--- src/rtl/shift_reg_pkg.sv ---
// Shared definitions for the shift-register family: FSM state encoding and
// the bit-counter sizing helper.
package shift_reg_pkg;

    localparam logic [1:0] ST_IDLE   = 2'd0;
    localparam logic [1:0] ST_SHIFT  = 2'd1;
    localparam logic [1:0] ST_PARITY = 2'd2;

    typedef enum logic [1:0] {
        IDLE   = ST_IDLE,
        SHIFT  = ST_SHIFT,
        PARITY = ST_PARITY
    } tx_state_t;

    // Bits needed to count 0..width inclusive.
    function automatic int cnt_width(input int width);
        return $clog2(width + 1);
    endfunction

endpackage

--- src/rtl/shift_reg_piso_tx.sv ---
// Parallel-in serial-out transmitter: accepts a word on valid/ready and
// streams it one bit per clock, optionally followed by an even-parity bit.
module shift_reg_piso_tx
    import shift_reg_pkg::*;
#(
    parameter int WIDTH     = 8,
    parameter int MSB_FIRST = 1,
    parameter int PARITY_EN = 0
) (
    input  logic             clk,
    input  logic             reset,
    input  logic [WIDTH-1:0] d,
    input  logic             d_valid,
    output logic             d_ready,
    output logic             sout,
    output logic             sout_valid,
    output logic             done,
    output logic             busy
);

    localparam int             CW       = cnt_width(WIDTH);
    localparam logic [CW-1:0]  LAST_IDX = CW'(WIDTH - 1);
    localparam logic [CW-1:0]  PENULT   = CW'(WIDTH - 2);

    tx_state_t        state_reg;
    logic [WIDTH-1:0] shift_reg;
    logic [CW-1:0]    cnt_reg;
    logic             parity_reg;
    logic             sout_reg;
    logic             sout_valid_reg;
    logic             done_reg;

    logic [WIDTH-1:0] d_ordered;
    logic             last_bit;
    logic             accept;

    // Reorder the word so the first bit on the wire is always bit 0; the
    // shift register then only ever shifts right.
    generate
        for (genvar gi = 0; gi < WIDTH; gi++) begin : g_order
            if (MSB_FIRST != 0) begin : g_msb
                assign d_ordered[gi] = d[WIDTH-1-gi];
            end else begin : g_lsb
                assign d_ordered[gi] = d[gi];
            end
        end
    endgenerate

    always_comb begin
        last_bit = 1'b0;
        if (state_reg == PARITY) begin
            last_bit = 1'b1;
        end else if (state_reg == SHIFT && cnt_reg == LAST_IDX && PARITY_EN == 0) begin
            last_bit = 1'b1;
        end
    end

    assign d_ready = !reset && (state_reg == IDLE || last_bit);
    assign accept  = d_valid && d_ready;

    always_ff @(posedge clk) begin
        if (reset) begin
            state_reg      <= IDLE;
            shift_reg      <= '0;
            cnt_reg        <= '0;
            parity_reg     <= 1'b0;
            sout_reg       <= 1'b0;
            sout_valid_reg <= 1'b0;
            done_reg       <= 1'b0;
        end else if (accept) begin
            // First bit goes out at the accepting edge; WIDTH >= 2 so it
            // can never also be the last bit.
            state_reg      <= SHIFT;
            shift_reg      <= d_ordered;
            cnt_reg        <= '0;
            parity_reg     <= ^d;
            sout_reg       <= d_ordered[0];
            sout_valid_reg <= 1'b1;
            done_reg       <= 1'b0;
        end else if (last_bit) begin
            state_reg      <= IDLE;
            shift_reg      <= '0;
            cnt_reg        <= '0;
            sout_reg       <= 1'b0;
            sout_valid_reg <= 1'b0;
            done_reg       <= 1'b0;
        end else if (state_reg == SHIFT) begin
            if (cnt_reg == LAST_IDX) begin
                // Only reachable with parity enabled: append the parity bit.
                state_reg <= PARITY;
                cnt_reg   <= '0;
                sout_reg  <= parity_reg;
                done_reg  <= 1'b1;
            end else begin
                shift_reg <= shift_reg >> 1;
                cnt_reg   <= cnt_reg + 1'b1;
                sout_reg  <= shift_reg[1];
                done_reg  <= (PARITY_EN == 0) && (cnt_reg == PENULT);
            end
        end
    end

    assign sout       = sout_reg;
    assign sout_valid = sout_valid_reg;
    assign done       = done_reg;
    assign busy       = sout_valid_reg;

endmodule
--- config.mk ---
export PLATFORM = sky130hd
export DESIGN_NAME = shift_reg_piso_tx
export DESIGN_NICKNAME = d
export VERILOG_FILES = /design/src/rtl/shift_reg_pkg.sv /design/src/rtl/shift_reg_piso_tx.sv
export SDC_FILE = /design/constraint.sdc
export NUM_CORES = 1
export LEC_CHECK = 0
export BUFFER_PORTS_ARGS = -buffer_cell sky130_fd_sc_hd__clkbuf_2
export CORE_AREA = 2 2 44 50
export CTS_CLUSTER_SIZE = 16
export DETAILED_ROUTE_END_ITERATION = 12
export DIE_AREA = 0 0 46 52
export PLACE_DENSITY_LB_ADDON = 0.05
export SLEW_MARGIN = 20
export SYNTH_ARGS = -nofsm -noshare
export SYNTH_HDL_FRONTEND = slang
export SYNTH_SLANG_ARGS = --single-unit
--- constraint.sdc ---
create_clock -name clk -period 1.3 [get_ports clk]
set_input_delay 0.26 -clock clk [delete_from_list [all_inputs] [get_ports clk]]
set_output_delay 0.26 -clock clk [all_outputs]
set_load 0.05 [all_outputs]
After elaboration in Yosys (flattened, before gate mapping) --
Index checks and enable logic that the tools add are counted.
Cells by class: multiplexer cells 18, add/subtract/negate cells 1, eq/ne operators 5, reductions and logical operators 14
Operator list (number):
- two-way mux 8 bit | 4
- two-way mux 1 bit | 13
- == test 4 x 3 -> 1 bit (second input constant) | 2
- XOR reduction 8 bit | 1
- AND reduction 2 bit | 3
- nonzero test 3 bit | 2
- adder 4 x 1 -> 4 bit (second input constant) | 1
- two-way mux 4 bit | 1
- logical AND 1 bit | 3
- inequality test 3 bit (second input constant) | 1
- OR reduction 3 bit | 1
- == test 2 x 1 -> 1 bit (second input constant) | 1
- == test 2 bit (second input constant) | 1
- logical NOT 2 bit | 1
- nonzero test 2 bit | 1
- logical NOT 1 bit | 1
- logical OR 1 bit | 1
Word-level totals: logic and storage cells 46, bits in registers 18, bits of input ports 11

Longest topological paths before layout --
depth in word-level cells 9, mapped depth 6, mapped depth without buffers 6

Worst setup path after synthesis --
Ideal clock, no wire load.
path type flip-flop to output port, start point register cnt_reg[1], end point output d_ready, data required time 1.040 ns, cell stages (with the launch flop) 5, path buffers 0, slack -0.541 ns, arrival 1.581 ns, cells stage by stage dfxtp_1 > ha_1 > nand4bb_4 > and2_1 > nor2_1
On the way: longest elaborated chain between the ends 6
RTL lines:
- from (decl) | line shift_reg_piso_tx.sv:27 | logic [CW-1:0] cnt_reg;
- from (signal assigned) | line shift_reg_piso_tx.sv:96 | cnt_reg <= cnt_reg + 1'b1;
- == test 4 x 3 -> 1 bit | line shift_reg_piso_tx.sv:53 | end else if (state_reg == SHIFT && cnt_reg == LAST_IDX && PARITY_EN == 0) begin
- logical AND 1 bit | line shift_reg_piso_tx.sv:53
- two-way mux 1 bit | line shift_reg_piso_tx.sv:53
- two-way mux 1 bit | line shift_reg_piso_tx.sv:51 | if (state_reg == PARITY) begin
- logical OR 1 bit | line shift_reg_piso_tx.sv:58 | assign d_ready = !reset && (state_reg == IDLE || last_bit);
- logical AND 1 bit | line shift_reg_piso_tx.sv:58
- to (decl) | line shift_reg_piso_tx.sv:14 | output logic d_ready,
Every way passes these cells.

Worst setup path after layout --
start point register cnt_reg[0], end point output d_ready
Same word-level chain as after synthesis.

==> reports/qor.txt <==
Post-route ant nets = 0
Max Clock Skew = 1.94 ps
Post-Route WL = 1790 um
Post-synthesis sequential area ratio = 38.9%
Failing checks = setup timing
Fin. Hold Viols = 0
Placed insts = 146
Critical Path RT = 1040 ps
Initial DRT Pass Iterations = 2
Worst-path clk slew = 100 ps
Share of the synthesized area in the top cell type = 38.9%
Clock Latency Late Sink = 290 ps
Post-route worst setup slack = -248 ps
Final instance area = 1180 um2
Cell family with most CP delay = flip-flops
FP Rows = 17
WS Path Type = flop to output port
Hold endpoint = shift_reg[5]$_SDFFE_PP0P_
Starting DRC count in detailed routing = 4
Compound-gate portion of the synthesized area = 23.7%
Post-Syn Instances = 97
Placement Cell Area = 1070 um2
Final Cycle Share = 119%
Ys Warns = 0
Die Y = 52 um
CTS root buffer = clkbuf_4
IO Count = 16
R2R Setup Slk = -210 ps
Vias in the first global route = 753
Die X = 46 um
Crit start category = flop
R2r endpoint = cnt_reg[1]$_SDFFE_PP0P_
Endpoint arrival time on the critical path = 1290 ps
Rel. slew slack = 81.8%
Worst Path Max Fanout = 2
Avg Inst Size Synth = 8.49 um2
H-tree Lvls = 1
Fraction of layout cells with a size suffix above 1 = 44.9%
DP HPWL = 1400 um
Port Buffers = 15
RSZ-0062 raised after global routing = yes
Adder-cell share of the synthesized area = 3.04%
Worst R2R Start = cnt_reg[1]$_SDFFE_PP0P_
Cell Pwr Density = 957 nW/um2
Cell area after synthesis = 823 um2
Main combinational cell family by area after synthesis = simple AND/OR/NAND/NOR gates
Syn nets = 110
Simple-Gate Fraction of Synth Area = 25.4%
Vias/cell = 5.10
Final net count = 150
Post-synthesis cell type count = 33
Hold Path Cell Cnt = 3
Slowest stage delay, CP = 360 ps
Bufs and invs on worst path = 1
Top area cells in the synthesized netlist = dfxtp_1, a211oi_1, nor2_1
Fin cells = 155
Pins Over Slew Limit = 0
TritonCTS clock tree = yes
Largest net degree at the start of global routing = 17
Max cap viols = 0
HP Start = d[2]
Area of the core = 1910 um2
Status = finished with violations
Worst Max-Slew Pin Slew = 275 ps
Initial Util = 43.0%
Peak supply drop = 680 uV
Leakage = 0.518 nW
Mux share of post-synthesis cell area = 2.58%
Gpl congestion = 0.788
# clock sinks = 16
Sequence of cells on the critical path = ha_4, nand4bb_4, and2_4, nor2_4, buf_8
Area leader, netlist = dfxtp_1
Slowest stage cell, crit path = dfxtp_2
Maximum buffer depth of the clock tree = 2
DR WL/cell = 11.5 um
Critical Path Source = cnt_reg[0]$_SDFFE_PP0P_
Period minus WS final = 1550 ps
Most frequent cells in the layout = buf_4, nor2_1, clkbuf_2
Global-route wire length before repair = 3040 um
CTS buffer count = 3
#FFs+latches synth = 16
R2R depth = 7
Initial antenna violation count = 0
Most common cell after layout, fill and taps aside = buf_4
Die Area = 2390 um2
Largest register FFs = 7
# setup viols final = 13
Final-layout fill cell count = 183
Hold Crit Class = input pin to flop
Critical Path End Type = output port
Synthesis-to-finish area growth = 43.5%
Drc violations = 0
Antenna cells = 0
Peak Freq = 646 MHz
GR Overflow Total = 0
Synth Area in XOR/XNOR = 1.06%
GR Util All Layers = 17.9%
Routed vias = 791
[logic make-up (layout without fill, tap and decap cells)]
family | count (synthesis) | in the layout
buffers and inverters | 9 | 48
flip-flops | 16 | 16
multiplexers | 2 | 2
AND/OR/NAND/NOR | 41 | 41
AO/OA/AOI/OAI | 26 | 26
adder cells (fa/ha/maj) | 2 | 2
XOR/XNOR | 1 | 1
[worst max-delay path by stage]
stage                                         end  slack [ps]  cells past startpoint
after detailed placement  cnt_reg[1]$_SDFFE_PP0P_        -150                      4
after CTS                                 d_ready        -290                      5
after global routing                      d_ready        -310                      5
final                                     d_ready        -250                      5
after floorplan                           d_ready         -50                      4
after global placement    cnt_reg[1]$_SDFFE_PP0P_        -140                      4
[metrics by stage]
step / util [%] / worst slack (ps) / power [mW] / setup TNS (ps) / hold slack (ps)
2_1_floorplan: - / -53.6 / 0.708 / -53.6 / 396
3_3_place_gp: 55.8 / -141 / 0.781 / -1040 / 475
3_5_place_dp: 55.8 / -151 / 0.786 / -1420 / 493
4_1_cts: 60.5 / -294 / 1.13 / -1810 / 185
5_1_grt: 61.7 / -307 / 1.20 / -2860 / 181
6_report: 61.7 / -248 / 1.13 / -1590 / 185
[cell usage after synthesis]
cell type	number
nor2b_1	2
or3_1	1
o21ai_1	1
inv_1	4
nand4_1	1
a21boi_2	1
nand3b_1	2
buf_4	2
dfxtp_1	16
a21oi_1	4
nor3b_1	1
o21bai_1	5
clkbuf_1	1
a32oi_1	1
xor2_1	1
nand4bb_4	1
o21ai_0	1
a21bo_2	1
a211oi_1	8
buf_2	2
a21oi_2	1
and2_1	1
a22oi_2	1
a21o_1	1
or2_1	1
mux2i_1	1
nor2_1	16
nand2_1	13
nor2_2	1
a31o_1	1
nand2b_1	1
mux2_2	1
ha_1	2
[routing by layer]
layer,global-route usage (%),vias up,wire length (um)
li1,-,411,-
met1,21.0,366,824
met2,30.3,9,903
met3,4.17,5,35
met4,7.14,0,27
met5,0,-,0
[worst register-to-register path, cell delays in order, from the launching register on]
cell and delay (ps):
dfxtp_2 350, ha_4 160, nand4bb_4 80, buf_4 130
a22oi_2 60, buf_4 160, or2_1 270, a211oi_2 220
[what timing repair did]
item | in CTS | in global routing
setup endpoints to repair | 12 | 15
resized for setup | 6 | 5
setup buffers | 4 | 1
hold buffers | 0 | 0
pin swaps | 10 | 2
[layout make-up]
class	instances	area, um2	area share, %
Clock buffer	4	36.3	3.07
Inverter	4	15.0	1.27
Multi-Input combinational cell	72	505	42.8
Sequential cell	16	324	27.4
Tap cell	19	23.8	2.01
Timing Repair Buffer	40	277	23.4
[power breakdown]
group	total (mW)	internal [mW]	switching, mW
combinational	0.257	0.122	0.134
clock	0.332	0.171	0.161
sequential	0.541	0.522	0.0197
(Power assumes the default switching activity.)
